## src/rtl/ibex_wb_forward_fpga.sv

```systemverilog
// Writeback/forwarding stage that owns the FPGA register-file write port.
// Execute and late load results merge into one registered write stream; a colliding load waits in a one-entry buffer.
module ibex_wb_forward_fpga #(
  parameter bit          RV32E       = 1'b0,
  parameter int unsigned DataWidth   = 32,
  parameter int unsigned StarveLimit = 4
) (
  input  logic                 clk_i,
  input  logic                 rst_ni,
  input  logic                 ex_we_i,
  input  logic [4:0]           ex_waddr_i,
  input  logic [DataWidth-1:0] ex_wdata_i,
  input  logic                 lsu_valid_i,
  input  logic [4:0]           lsu_waddr_i,
  input  logic [DataWidth-1:0] lsu_wdata_i,
  output logic                 lsu_ready_o,
  output logic                 ex_stall_o,
  output logic                 rf_we_o,
  output logic [4:0]           rf_waddr_o,
  output logic [DataWidth-1:0] rf_wdata_o,
  input  logic [4:0]           raddr_a_i,
  input  logic [4:0]           raddr_b_i,
  input  logic [DataWidth-1:0] rf_rdata_a_i,
  input  logic [DataWidth-1:0] rf_rdata_b_i,
  output logic [DataWidth-1:0] rdata_a_o,
  output logic [DataWidth-1:0] rdata_b_o
);

  localparam logic [4:0] AddrMask  = RV32E ? 5'h0F : 5'h1F;
  localparam logic [3:0] StarveMax = 4'(StarveLimit);

  function automatic logic [4:0] norm_addr(input logic [4:0] addr);
    return addr & AddrMask;
  endfunction

  // Newest uncommitted copy wins: stage register first, then the older buffered load.
  function automatic logic [DataWidth-1:0] fwd_sel(
    input logic [4:0]           raddr,
    input logic [DataWidth-1:0] rf_data,
    input logic                 s_valid,
    input logic [4:0]           s_addr,
    input logic [DataWidth-1:0] s_data,
    input logic                 b_valid,
    input logic [4:0]           b_addr,
    input logic [DataWidth-1:0] b_data
  );
    logic [DataWidth-1:0] result;
    if (raddr == 5'd0) begin
      result = rf_data;
    end else if (s_valid && (s_addr == raddr)) begin
      result = s_data;
    end else if (b_valid && (b_addr == raddr)) begin
      result = b_data;
    end else begin
      result = rf_data;
    end
    return result;
  endfunction

  logic                 s_valid_r, s_valid_s;
  logic [4:0]           s_addr_r, s_addr_s;
  logic [DataWidth-1:0] s_data_r, s_data_s;
  logic                 b_valid_r, b_valid_s;
  logic [4:0]           b_addr_r, b_addr_s;
  logic [DataWidth-1:0] b_data_r, b_data_s;
  logic [3:0]           c_r, c_s;
  logic                 stall_r, stall_s;
  logic                 ready_r, ready_s;

  logic [4:0] ex_addr_s;
  logic [4:0] lsu_addr_s;
  logic       ex_write_s;
  logic       lsu_write_s;

  assign ex_addr_s   = norm_addr(ex_waddr_i);
  assign lsu_addr_s  = norm_addr(lsu_waddr_i);
  assign ex_write_s  = ex_we_i & ~stall_r & (ex_addr_s != 5'd0);
  // Loads to x0 are still handshaken, they just never produce a write.
  assign lsu_write_s = lsu_valid_i & ready_r & (lsu_addr_s != 5'd0);

  // Stage register selection: execute, then buffered load, then fresh load.
  always_comb begin
    s_valid_s = 1'b0;
    s_addr_s  = 5'd0;
    s_data_s  = '0;
    if (ex_write_s) begin
      s_valid_s = 1'b1;
      s_addr_s  = ex_addr_s;
      s_data_s  = ex_wdata_i;
    end else if (b_valid_r) begin
      s_valid_s = 1'b1;
      s_addr_s  = b_addr_r;
      s_data_s  = b_data_r;
    end else if (lsu_write_s) begin
      s_valid_s = 1'b1;
      s_addr_s  = lsu_addr_s;
      s_data_s  = lsu_wdata_i;
    end else begin
      s_valid_s = 1'b0;
    end
  end

  // Load buffer, starvation counter and the flop-based handshake outputs.
  always_comb begin
    b_valid_s = b_valid_r;
    b_addr_s  = b_addr_r;
    b_data_s  = b_data_r;
    c_s       = c_r;
    if (b_valid_r) begin
      if (ex_write_s) begin
        if (ex_addr_s == b_addr_r) begin
          // The buffered load is older than this execute result: drop it.
          b_valid_s = 1'b0;
          c_s       = 4'd0;
        end else if (c_r >= StarveMax) begin
          c_s = StarveMax;
        end else begin
          c_s = c_r + 4'd1;
        end
      end else begin
        b_valid_s = 1'b0;
        c_s       = 4'd0;
      end
    end else begin
      c_s = 4'd0;
      if (lsu_write_s && ex_write_s && (lsu_addr_s != ex_addr_s)) begin
        b_valid_s = 1'b1;
        b_addr_s  = lsu_addr_s;
        b_data_s  = lsu_wdata_i;
      end else begin
        b_valid_s = 1'b0;
      end
    end
    stall_s = b_valid_s & (c_s == StarveMax);
    ready_s = ~b_valid_s;
  end

  // State registers with synchronous active-low reset.
  always_ff @(posedge clk_i) begin
    if (!rst_ni) begin
      s_valid_r <= 1'b0;
      s_addr_r  <= 5'd0;
      s_data_r  <= '0;
      b_valid_r <= 1'b0;
      b_addr_r  <= 5'd0;
      b_data_r  <= '0;
      c_r       <= 4'd0;
      stall_r   <= 1'b0;
      ready_r   <= 1'b1;
    end else begin
      s_valid_r <= s_valid_s;
      s_addr_r  <= s_addr_s;
      s_data_r  <= s_data_s;
      b_valid_r <= b_valid_s;
      b_addr_r  <= b_addr_s;
      b_data_r  <= b_data_s;
      c_r       <= c_s;
      stall_r   <= stall_s;
      ready_r   <= ready_s;
    end
  end

  assign rf_we_o     = s_valid_r;
  assign rf_waddr_o  = s_addr_r;
  assign rf_wdata_o  = s_data_r;
  assign lsu_ready_o = ready_r;
  assign ex_stall_o  = stall_r;

  assign rdata_a_o = fwd_sel(norm_addr(raddr_a_i), rf_rdata_a_i, s_valid_r, s_addr_r, s_data_r,
                             b_valid_r, b_addr_r, b_data_r);
  assign rdata_b_o = fwd_sel(norm_addr(raddr_b_i), rf_rdata_b_i, s_valid_r, s_addr_r, s_data_r,
                             b_valid_r, b_addr_r, b_data_r);

endmodule

```

## config.mk

```make
export PLATFORM = sky130hd
export DESIGN_NAME = ibex_wb_forward_fpga
export DESIGN_NICKNAME = d
export VERILOG_FILES = /design/src/rtl/ibex_wb_forward_fpga.sv
export SDC_FILE = /design/constraint.sdc
export NUM_CORES = 1
export LEC_CHECK = 0
export BUFFER_PORTS_ARGS = -buffer_cell sky130_fd_sc_hd__buf_2
export CAP_MARGIN = 20
export CORE_ASPECT_RATIO = 0.9
export CORE_MARGIN = 2
export CORE_UTILIZATION = 35
export DETAILED_ROUTE_END_ITERATION = 8
export PLACE_DENSITY = 0.75
export SLEW_MARGIN = 20
export SYNTH_ARGS = -nofsm -noshare
export SYNTH_HDL_FRONTEND = slang
export SYNTH_SLANG_ARGS = --single-unit
```

## constraint.sdc

```tcl
create_clock -name clk_i -period 1.85 [get_ports clk_i]
set_clock_uncertainty 0.05 [all_clocks]
set_input_delay 0.185 -clock clk_i [delete_from_list [all_inputs] [get_ports clk_i]]
set_output_delay 0.185 -clock clk_i [all_outputs]
set_load 0.01 [all_outputs]
```

==> summary.json <==
{
  "status": "complete, but fails checks",
  "failed_checks": "setup timing",
  "power.net_switching_mw": 1.57,
  "finalWorstSetupSlack_ps": -649,
  "power.static_leakage_nw": 3.62,
  "startpoint_type": "register",
  "whs_ps": 20.0,
  "worst_r2r_endpoint": "b_addr_r[3]$_SDFFE_PN0P_",
  "synth_ff_type": "dfxtp_1",
  "report.final.slew_viol_count": 0,
  "drive_gt1_share_pct": 43.4,
  "floorplan.io_pins": 256,
  "cts_max_path_buffers": 2,
  "yosys.cell_types.count": 38,
  "vias_per_cell": 5.54,
  "antenna_found_initial": 1,
  "initialDrtViolationCount": 541,
  "post_synth.cell_area_avg_sq_um": 7.48,
  "die_area_sq_mm": 0.0163,
  "die_width_um": 134,
  "worst-r2r-setup-slack_ps": 220,
  "final_critical_path_required_period_ps": 2500,
  "core-area_sq_mm": 0.0148,
  "number_of_maximum_capacitance_violations": 0,
  "grt_remaining_overflow": 0,
  "areaGrowthSynthToFinish_pct": 53.0,
  "post-layout-total-power_mw": 5.15,
  "root_buffer_cell": "clkbuf_16",
  "yosys-top-cells-area": "dfxtp_1 (31%), a221oi_1 (11%), a221oi_2 (8.7%)",
  "clock_pin_slew_reported_for_the_worst_setup_and_hold_paths_after_clock_tree_synthesis_ps": 60,
  "detailedPlacementHpwl_mm": 15.1,
  "synthesis.area_sq_mm": 0.00534,
  "cts_tree": "built",
  "syn-num-nets": 866,
  "worst_reg_to_reg_path_cell_count": 6,
  "combinationalPowerShare_pct": 26.5,
  "worst-endpoint-required_ps": 1620,
  "finalSetupViolCount": 64,
  "cts_num_sinks": 82,
  "intPower_mw": 3.58,
  "criticalPathCategory": "register to output pin",
  "yosys_register_bits": 82,
  "rsz0062_at_grt": "true",
  "ys_async_sr_fraction_pct": 0,
  "firstDrtPassIters": 6,
  "power.density_cell_area_mw_per_mm2": 631,
  "ys.warnings.count": 0,
  "cts_max_level": 3,
  "synthesis.instances": 713,
  "drcViolationCount": 0,
  "antenna_violating_nets_post_route": 0,
  "reg2reg_from": "lsu_ready_o$_SDFF_PN1_",
  "worst-path-max-fanout": 7,
  "number_of_buffers_inserted_during_clock_tree_synthesis": 9,
  "synth_sequential_area_ratio_pct": 30.8,
  "seqPwrFrac_pct": 38.8,
  "place.detailed.instances": 1150,
  "synthDominantCellAreaShare_pct": 30.8,
  "totalWireLength_mm": 21.3,
  "rows": 42,
  "gp_congestion": 0.869,
  "tcrit_tclk_final_pct": 135,
  "netSwitchingFraction_pct": 30.4,
  "route.vias.total": 6526,
  "initial_utilization_pct": 36.0,
  "clock_power_share_pct": 34.7,
  "die_h_um": 121,
  "first_global_vias": 6132,
  "synth_area_leader_cell": "dfxtp_1",
  "timing.critical_path.to_type": "output pin",
  "gr-usage-all-layers_pct": 24.7,
  "design.final.nets": 1127,
  "whs_path_depth": 3,
  "timing.critical_path.arrival_ps": 2260,
  "hold_wc_path_type": "input pin to register",
  "synth.most_common_cell": "nor2_1",
  "synth_common_cells": "nor2_1 (102), dfxtp_1 (82), a221oi_1 (67)",
  "grt_start_max_net_pins": 47,
  "hold_path_end": "b_data_r[3]$_SDFFE_PN0P_",
  "max_freq_mhz": 400,
  "synth_edf_count": 0,
  "clk_latency_ps": 350,
  "vdd.ir_drop.worst_uv": 592,
  "grt_pass1_wl_mm": 31.3,
  "wl_per_cell_um": 18.1,
  "final_cell_count_no_fill": 1178,
  "final-hold-violation-count": 0,
  "min-delay-start": "lsu_wdata_i[3]",
  "portBuffers": 255
}
==> power groups by stage <==
stage	Sequential, mW	Clock [mW]	Combinational, mW
after floorplan	2.02	0	0.713
after global placement	2.03	0	1.27
after detailed placement	2.03	0	1.29
after CTS	1.99	1.83	1.31
after global routing	2.01	1.91	1.48
final	2.00	1.79	1.37
==> cell families (layout without fill, tap and decap cells) <==
group	after synthesis	count (layout)	share of synthesized area, %
compound gates	188	188	29.0
xor+xnor	30	30	4.92
fa+ha+maj	1	1	0.234
buf+inv	140	406	12.4
flops	82	82	30.8
other cells	1	2	0.0703
simple gates	271	271	22.6
==> flip-flops by register name, summed over array words and instances, names as in the netlist <==
name,flops
b_valid_r,1
b_addr_r,5
c_r,4
b_data_r,32
lsu_ready_o,1
rf_wdata_o,32
rf_we_o,1
ex_stall_o,1
rf_waddr_o,5
==> cell type report <==
cell class                 instances  area, sq um
fill                            1367         6650
multi-input combinational        491         3600
timing repair buffer             324         2120
sequential                        82         1650
inverter                          66          248
tap                              198          248
clock buffer                      10          229
clock inverter                     6         66.3
antenna                            1         2.50
==> how the worst max path moves through the flow <==
| stage | start | end | slack (ps) | cells past startpoint |
|---|---|---|---|---|
| 2_1_floorplan | rf_waddr_o[1]$_SDFF_PN0_ | rdata_a_o[21] | -80 | 6 |
| 3_3_place_gp | b_addr_r[0]$_SDFFE_PN0P_ | rdata_a_o[0] | -350 | 7 |
| 3_5_place_dp | b_addr_r[0]$_SDFFE_PN0P_ | rdata_a_o[0] | -410 | 7 |
| 4_1_cts | rf_waddr_o[2]$_SDFF_PN0_ | rdata_b_o[4] | -670 | 7 |
| 5_1_grt | rf_waddr_o[1]$_SDFF_PN0_ | rdata_b_o[4] | -740 | 7 |
| 6_report | rf_waddr_o[1]$_SDFF_PN0_ | rdata_a_o[23] | -650 | 8 |
==> cell usage in the layout (no fill, tap or decap), types with 17 or more instances in the layout <==
master,instances
buf_12,17
nand2_1,42
nor2_1,100
o21ai_0,64
a221oi_4,24
xor2_1,21
a221oi_1,34
buf_4,46
buf_2,253
a221oi_2,40
nand3_1,43
dfxtp_1,74
inv_1,66
nor3_1,65
==> per-layer routing <==
| layer | track usage, % | part of all wire (%) | vias up |
|---|---|---|---|
| met1 | 28.9 | 41 | 3005 |
| li1 | - | - | 3083 |
| met2 | 42.5 | 47 | 384 |
| met4 | 9.93 | 2.6 | 0 |
| met5 | 0 | 0 | - |
| met3 | 7.31 | 9.5 | 54 |
==> stage by stage <==
stage / utilization [%] / TNS (ps) / setup slack, ps / instance area, sq um
after floorplan: - / -4220 / -80.3 / 5700
after global routing: 55.1 / -44220 / -740 / 8170
final: 55.1 / -37740 / -649 / 8170
after global placement: 50.7 / -16280 / -351 / 7510
after detailed placement: 50.7 / -17390 / -409 / 7510
after CTS: 53.7 / -38630 / -672 / 7950
==> timing repair <==
action | 4_1_cts | 5_1_grt
hold buffers | 0 | 0
gates resized for setup | 15 | 13
cloned | 1 | 5
setup buffers | 5 | 1
pin swaps | 25 | 40
setup endpoints to repair | 64 | 64
==> critical path, stage by stage (launching register included) <==
cell and delay (ps):
dfxtp_4 350, xor2_1 140, nor4_2 270, buf_4 180
nand2_4 50, a21o_4 280, buf_12 170, a221oi_4 290
buf_2 180
Note: power is estimated with default switching activity, not from simulation.
